==> src/rtl/ifetch_pkg.sv <==
// Shared constants for the instruction fetch unit: state encoding,
// NOP word, reset PC and PC increment.
package ifetch_pkg;

    typedef logic [1:0] state_t;

    localparam state_t ST_IDLE = 2'd0;
    localparam state_t ST_REQ  = 2'd1;
    localparam state_t ST_DLVR = 2'd2;

    localparam logic [31:0] INS_NOP      = 32'h0000_0000;
    localparam logic [31:0] RESET_PC_DEF = 32'h0000_3000;
    localparam logic [31:0] PC_INC       = 32'd4;

    // Force a redirect target onto a word boundary.
    function automatic logic [31:0] align_word(input logic [31:0] addr);
        return {addr[31:2], 2'b00};
    endfunction

endpackage

==> src/rtl/ifetch_if.sv <==
// Instruction memory read bus: req/ack handshake with same-cycle data.
interface ifetch_if;

    logic        imem_req;
    logic [31:0] imem_addr;
    logic        imem_ack;
    logic [31:0] imem_rdata;

    modport master (
        output imem_req,
        output imem_addr,
        input  imem_ack,
        input  imem_rdata
    );

    modport slave (
        input  imem_req,
        input  imem_addr,
        output imem_ack,
        output imem_rdata
    );

endinterface

==> src/rtl/ifetch_wdog.sv <==
// Request watchdog: counts cycles while run is high and flags expiry on
// the last allowed cycle so the caller can leave on the following edge.
module ifetch_wdog #(
    parameter int unsigned TIMEOUT_CYC = 16
) (
    input  logic clk,
    input  logic clr,
    input  logic run,
    input  logic clear,
    output logic expire
);
    import ifetch_pkg::*;

    localparam int unsigned CW = (TIMEOUT_CYC > 1) ? $clog2(TIMEOUT_CYC) : 1;

    logic [CW-1:0] count_reg;

    // Count while waiting; restart whenever the wait ends or is satisfied.
    always_ff @(posedge clk) begin
        if (!clr) begin
            count_reg <= '0;
        end else if (!run || clear) begin
            count_reg <= '0;
        end else begin
            count_reg <= count_reg + 1'b1;
        end
    end

    assign expire = run && !clear && (count_reg == CW'(TIMEOUT_CYC - 1));

endmodule

==> src/rtl/ifetch_unit.sv <==
// Instruction fetch unit for the multicycle MIPS32 datapath.
// Fetches one word per fetch_go, strobes IRWr for one cycle, then advances
// the PC by 4 or to a pending redirect. Optional request timeout with a
// bus_err pulse is enabled by defining IFETCH_TIMEOUT_EN.
module ifetch_unit
    import ifetch_pkg::*;
#(
    parameter logic [31:0] RESET_PC    = RESET_PC_DEF,
    parameter int unsigned TIMEOUT_CYC = 16
) (
    input  logic           clk,
    input  logic           clr,
    input  logic           fetch_go,
    input  logic           pc_wr,
    input  logic [31:0]    pc_in,
    ifetch_if.master       bus,
    output logic [31:0]    ins,
    output logic           IRWr,
    output logic [31:0]    pc,
    output logic [31:0]    pc_plus4,
    output logic           busy,
`ifdef IFETCH_TIMEOUT_EN
    output logic           bus_err,
`endif
    output logic           addr_err
);

    state_t      state_reg;
    logic [31:0] pc_reg;
    logic [31:0] ins_reg;
    logic        req_reg;
    logic [31:0] addr_reg;
    logic        addr_err_reg;
    logic        pend_valid_reg;
    logic [31:0] pend_reg;
    logic [31:0] target;
    logic        timed_out;

`ifdef IFETCH_TIMEOUT_EN
    logic err_reg;

    ifetch_wdog #(.TIMEOUT_CYC(TIMEOUT_CYC)) u_wdog (
        .clk    (clk),
        .clr    (clr),
        .run    (state_reg == ST_REQ),
        .clear  (bus.imem_ack),
        .expire (timed_out)
    );

    assign bus_err = (state_reg == ST_DLVR) && err_reg;
`else
    assign timed_out = 1'b0;
`endif

    assign target = align_word(pc_in);

    // Fetch sequencer, PC update and redirect bookkeeping.
    always_ff @(posedge clk) begin
        if (!clr) begin
            state_reg      <= ST_IDLE;
            pc_reg         <= RESET_PC;
            ins_reg        <= INS_NOP;
            req_reg        <= 1'b0;
            addr_reg       <= '0;
            addr_err_reg   <= 1'b0;
            pend_valid_reg <= 1'b0;
            pend_reg       <= '0;
`ifdef IFETCH_TIMEOUT_EN
            err_reg        <= 1'b0;
`endif
        end else begin
            addr_err_reg <= pc_wr && (pc_in[1:0] != 2'b00);
            case (state_reg)
                ST_IDLE: begin
                    if (pc_wr) begin
                        pc_reg <= target;
                    end
                    if (fetch_go) begin
                        state_reg <= ST_REQ;
                        req_reg   <= 1'b1;
                        addr_reg  <= pc_wr ? target : pc_reg;
                    end
                end
                ST_REQ: begin
                    if (pc_wr) begin
                        pend_valid_reg <= 1'b1;
                        pend_reg       <= target;
                    end
                    if (bus.imem_ack) begin
                        ins_reg   <= bus.imem_rdata;
                        req_reg   <= 1'b0;
                        state_reg <= ST_DLVR;
                    end else if (timed_out) begin
                        ins_reg   <= INS_NOP;
                        req_reg   <= 1'b0;
                        state_reg <= ST_DLVR;
`ifdef IFETCH_TIMEOUT_EN
                        err_reg   <= 1'b1;
`endif
                    end
                end
                ST_DLVR: begin
                    // A redirect arriving in this very cycle is the latest write.
                    if (pc_wr) begin
                        pc_reg <= target;
                    end else if (pend_valid_reg) begin
                        pc_reg <= pend_reg;
                    end else begin
                        pc_reg <= pc_reg + PC_INC;
                    end
                    pend_valid_reg <= 1'b0;
                    state_reg      <= ST_IDLE;
`ifdef IFETCH_TIMEOUT_EN
                    err_reg        <= 1'b0;
`endif
                end
                default: begin
                    state_reg <= ST_IDLE;
                    req_reg   <= 1'b0;
                end
            endcase
        end
    end

    assign bus.imem_req  = req_reg;
    assign bus.imem_addr = addr_reg;
    assign ins           = ins_reg;
    assign IRWr          = (state_reg == ST_DLVR);
    assign pc            = pc_reg;
    assign pc_plus4      = pc_reg + PC_INC;
    assign busy          = (state_reg != ST_IDLE);
    assign addr_err      = addr_err_reg;

endmodule

==> src/flat_wrapper.sv <==
// flat-port wrapper written by rule: the top's interface ports become plain ports
module ifetch_unit_flat import ifetch_pkg::*;
#(
    parameter logic [31:0] RESET_PC    = RESET_PC_DEF,
    parameter int unsigned TIMEOUT_CYC = 16
)
  (clk, clr, fetch_go, pc_wr, pc_in, ins, IRWr, pc, pc_plus4, busy, addr_err, bus_imem_req, bus_imem_addr, bus_imem_ack, bus_imem_rdata);
  ifetch_if bus_i ();
  input  logic clk;
  input  logic clr;
  input  logic fetch_go;
  input  logic pc_wr;
  input  logic [31:0] pc_in;
  output logic [31:0] ins;
  output logic IRWr;
  output logic [31:0] pc;
  output logic [31:0] pc_plus4;
  output logic busy;
  output logic addr_err;
  output wire logic [$bits(bus_i.imem_req)-1:0] bus_imem_req;
  output wire logic [$bits(bus_i.imem_addr)-1:0] bus_imem_addr;
  input wire logic [$bits(bus_i.imem_ack)-1:0] bus_imem_ack;
  input wire logic [$bits(bus_i.imem_rdata)-1:0] bus_imem_rdata;
  assign bus_imem_req = bus_i.imem_req;
  assign bus_imem_addr = bus_i.imem_addr;
  assign bus_i.imem_ack = bus_imem_ack;
  assign bus_i.imem_rdata = bus_imem_rdata;
  ifetch_unit #(.RESET_PC(RESET_PC), .TIMEOUT_CYC(TIMEOUT_CYC)) u_core (.clk(clk), .clr(clr), .fetch_go(fetch_go), .pc_wr(pc_wr), .pc_in(pc_in), .bus(bus_i), .ins(ins), .IRWr(IRWr), .pc(pc), .pc_plus4(pc_plus4), .busy(busy), .addr_err(addr_err));
endmodule
==> config.mk <==
export PLATFORM = sky130hd
export DESIGN_NAME = ifetch_unit_flat
export DESIGN_NICKNAME = d
export VERILOG_FILES = /design/src/rtl/ifetch_pkg.sv /design/src/rtl/ifetch_if.sv /design/src/rtl/ifetch_wdog.sv /design/src/rtl/ifetch_unit.sv /design/src/flat_wrapper.sv
export SDC_FILE = /design/constraint.sdc
export NUM_CORES = 1
export LEC_CHECK = 0
export BUFFER_PORTS_ARGS = -buffer_cell sky130_fd_sc_hd__buf_2
export CAP_MARGIN = 10
export CELL_PAD_IN_SITES_DETAIL_PLACEMENT = 1
export CELL_PAD_IN_SITES_GLOBAL_PLACEMENT = 2
export CORE_ASPECT_RATIO = 0.6
export CORE_MARGIN = 2
export CORE_UTILIZATION = 31
export DETAILED_ROUTE_END_ITERATION = 10
export GPL_ROUTABILITY_DRIVEN = 0
export PLACE_DENSITY_LB_ADDON = 0.1
export SLEW_MARGIN = 30
export SYNTH_ARGS = -nofsm -noshare
export SYNTH_HDL_FRONTEND = slang
export SYNTH_SLANG_ARGS = --single-unit
==> constraint.sdc <==
create_clock -name clk -period 4 [get_ports clk]
set_input_delay 0.2 -clock clk [delete_from_list [all_inputs] [get_ports clk]]
set_output_delay 0.2 -clock clk [all_outputs]
set_load 0.05 [all_outputs]
# Yosys cells after proc, flatten, opt, wreduce, memory -nomap -nowiden
# Index checks and enable logic that the tools add are counted.
word_totals:
  regBits: 131
  word_cells: 39
classes:
  n_addsub: 1
  n_eq_ne: 5
  mux: 12
  bitwise_logic: 1
  reduce_logical: 12
ops:
  columns: ["operator", "n"]
  rows:
  - ["$mux 32", 3]
  - ["$pmux 32 s2", 1]
  - ["$add 32x3->32 const B", 1]
  - ["$reduce_and 2->1", 5]
  - ["$reduce_bool 2->1", 4]
  - ["$ne 2x2->1 const B", 3]
  - ["$mux 2", 2]
  - ["$pmux 2 s2", 1]
  - ["$mux 1", 3]
  - ["$pmux 1 s3", 1]
  - ["$reduce_and 3->1", 1]
  - ["$eq 2x1->1 const B", 1]
  - ["$eq 2x2->1 const B", 1]
  - ["$logic_not 2->1", 1]
  - ["$pmux 1 s2", 1]
  - ["$logic_and 1x1->1", 1]
  - ["$not 1->1", 1]

# Logic depth before layout (Yosys ltp)
depth:
  depth_word: 4
  depth_mapped: 8
  mapped_depth_nobuf: 6

# Worst setup path before layout
# OpenSTA, ideal clock, no wires.
synth_timing:
  path_type: "register -> output"
  from: "reg u_core.pc_reg[4] (netlist: u_core.pc[4])"
  to: "out pc_plus4[27]"
  arrival_time_ns: 2.738
  required_time_ns: 3.800
  path_slack_ns: 1.062
  path_stages_with_launch: 7
  path_cell_list: "dfxtp_1 -> buf_4 -> nand4_1 -> or4_4 -> buf_6 -> nor4_4 -> xor2_1"
synth_between:
  elab_chain_cells: 1
synth_rtl:
  columns: ["element", "line_no", "text"]
  rows:
  - ["start, declared", "ifetch_unit.sv:29", "logic [31:0] pc_reg;"]
  - ["start signal, assigned", "ifetch_unit.sv:76", "pc_reg <= target;"]
  - ["start signal, assigned", "ifetch_unit.sv:105", "pc_reg <= target;"]
  - ["start signal, assigned", "ifetch_unit.sv:107", "pc_reg <= pend_reg;"]
  - ["$add 32x3->32", "ifetch_unit.sv:130", "assign pc_plus4 = pc_reg + PC_INC;"]
  - ["end, declared", "flat_wrapper.sv:17", "output logic [31:0] pc_plus4;"]
# Every way passes these cells.

# Final worst setup path
layout_timing:
  from: "reg u_core.pc_reg[7] (netlist: u_core.pc[7])"
  to: "out pc_plus4[19]"
# The elaborated chain is that of the path after synthesis.

==> impl_metrics.env <==
export IMPL_place_hpwl_um=17400
export IMPL_fmax_mhz=322
export IMPL_synth_edff_count=0
export IMPL_powerDensity_nw_per_um2=476
export IMPL_synth_area_top_cells="dfxtp_1 41%, nand2_1 9.9%, a21oi_1 7.6%"
export IMPL_crit_path_end_kind="output port"
export IMPL_start_kind="flip-flop"
export IMPL_boundaryPins=201
export IMPL_cp_data_required_time_ps=3800
export IMPL_clk_latency_ps=430
export IMPL_clock_sinks=131
export IMPL_critPathBufInv=1
export IMPL_rows=40
export IMPL_die_height_um=115
export IMPL_slew_headroom_pct=34.8
export IMPL_finalCriticalPeriod_ps=3100
export IMPL_crit_family="simple AND/OR/NAND/NOR gates"
export IMPL_io_buffers=200
export IMPL_multi_input_area_um2=3370
export IMPL_hold_violations=0
export IMPL_via_per_inst=5.20
export IMPL_first_pass_iters=5
export IMPL_ys_flop_type="dfxtp_1"
export IMPL_met3_length_um=1510
export IMPL_wl_met2_um=10300
export IMPL_fill_cells=2458
export IMPL_avgSynthCellArea_um2=7.84
export IMPL_yosys_area_top_type="dfxtp_1"
export IMPL_root_buffer="clkbuf_16"
export IMPL_netlist_instances=811
export IMPL_period_share_pct=77.5
export IMPL_tritoncts="done"
export IMPL_detail_route_wirelength_um=24800
export IMPL_status="complete, no violations"
export IMPL_area_growth_pct=29.8
export IMPL_cp_slowest_cell="nor3_1"
export IMPL_fin_tns_setup_ps=0
export IMPL_grt_start_max_net_pins=65
export IMPL_arrival_ps=2900
export IMPL_drtIter0Drc=355
export IMPL_tightest_slew_ps=976
export IMPL_rsz0062_at_grt="false"
export IMPL_cts_resized=0
export IMPL_clk_pin_slew_ps=60
export IMPL_antenna_cells=0
export IMPL_grt_pass1_vias=6556
export IMPL_cpPeakStageDelay_ps=660
export IMPL_leakage_uw=0.00349
export IMPL_yosysWarnings=0
export IMPL_grt_pass1_wl_um=38200
export IMPL_synth_cell_types=53
export IMPL_crit_chain="and4_1 -> nand3_1 -> nor3_1 -> xor2_1 -> buf_2"
export IMPL_ir_worst_vdd_v=0.000290
export IMPL_route_layer_met1_wl_um=12700
export IMPL_die_area_um2=21700
export IMPL_final_cell_mix="199 x buf_2, 166 x nand2_1, 131 x dfxtp_1"
export IMPL_drive_gt1_share_pct=25.9
export IMPL_overflow=0
export IMPL_initial_core_util_pct=31.7
export IMPL_cts_buffers=17
export IMPL_final_antenna_net_count=0
export IMPL_seqCellArea_um2=2620
export IMPL_ys_seq_area_share_pct=41.3
export IMPL_drv_slew=0
export IMPL_cts_hold_buf=12
export IMPL_htree_levels=4
export IMPL_drv_cap=0
export IMPL_top_layer="met4"
export IMPL_dp_cells=1223
export IMPL_via_count=6594
export IMPL_finalSetupViolations=0
export IMPL_fin_skew_ps=7.84
export IMPL_syn_area_um2=6360
export IMPL_hold_path_class="input pin to flip-flop"
export IMPL_path_max_fanout=11
export IMPL_antenna_found_initial=0
export IMPL_path_class="flip-flop to output port"
export IMPL_nNetsFinal=1051
export IMPL_ys_seq_elements=131
export IMPL_async_reset_ff_share_pct=0
export IMPL_layout_commonest_cell="buf_2"
export IMPL_instances_no_fill=1267
export IMPL_fp_dieW_um=189
export IMPL_cts_buffer_depth=2
export IMPL_drc=0
export IMPL_syn_nets=881
export IMPL_routedWlPerCell_um=19.6
export IMPL_core_um2=20100
export IMPL_post_cts_buffers=0
export IMPL_yosysTopAreaCellShare_pct=41.3
export IMPL_track_usage_pct=22.9
export IMPL_final_util_pct=41.1
-- path summary, 6_finish.rpt --
check	start	cells past startpoint	slack [ps]	endpoint
max	u_core.pc[7]	5	900	pc_plus4[19]
min	bus_imem_rdata[9]	3	20	u_core.ins[9]
max reg2reg	u_core.state_reg[1]	5	1500	u_core.bus.imem_addr[23]
min reg2reg	u_core.ins[0]	2	450	u_core.ins[0]
-- final cells by class --
class / count / share of cell area (%)
inverter: 21 / 0.970
clock inverter: 10 / 1.89
timing repair buffer: 225 / 14.9
sequential: 131 / 31.8
clock buffer: 22 / 5.50
multi-input combinational: 585 / 40.8
tap: 273 / 4.14
-- synthesized netlist by cell type (3+ instances only) --
cell and instances:
or2_2 5, nand3_1 23, a311oi_1 6, mux2i_1 39
o211ai_1 5, buf_1 3, xor2_1 9, nand4_1 7
o22a_1 5, nand2b_1 6, a21oi_1 97, buf_2 14
nor4_1 6, o221ai_1 17, a22oi_1 13, dfxtp_1 131
nor3_1 21, nor2_1 57, buf_4 3, and4_1 4
clkbuf_1 53, and2_1 3, a31oi_1 3, nand2_1 167
xnor2_1 16, inv_1 20, o21ai_0 15, o22ai_1 6
a211oi_1 26
-- layer usage --
metal,track usage (%),vias up
li1,-,3187
met1,33.1,3196
met2,33.1,185
met3,6.41,26
met4,6.41,0
met5,0,-
-- power by group --
group / internal (µW) / total (µW) / switching, µW
Clock: 1060 / 1660 / 601
Combinational: 214 / 806 / 592
Sequential: 1380 / 1460 / 81.6
Total: 2650 / 3930 / 1270
-- kinds of logic (layout without fill, tap and decap cells) --
kind of cell / after synthesis / in the layout / share of synthesized area (%)
xor gates and xnor gates: 25 / 25 / 3.44
adders and majority gates: 1 / 1 / 0.197
DFF: 131 / 131 / 41.3
muxes: 39 / 39 / 6.14
AOI/OAI and AO/OA: 209 / 209 / 21.0
buffers and inverters: 95 / 278 / 6.18
and+or+nand+nor: 311 / 311 / 21.8
-- through the flow --
stage	hold WS (ps)	setup WS [ps]	area [µm²]	total power (µW)
detailed placement	444	1410	7520	2290
CTS	2.35	916	8250	3970
finish	17.4	899	8250	3930
global placement	438	1500	7520	2270
floorplan	317	1060	6360	2040
global route	8.81	720	8250	4090
-- worst min-delay path, delay by kind of cell --
| kind | cells | cell delay, ps |
|---|---|---|
| AOI/OAI and AO/OA | 1 | 50 |
| buffers and inverters | 1 | 100 |
| and+or+nand+nor | 1 | 50 |
Note: power is estimated with default switching activity, not from simulation.
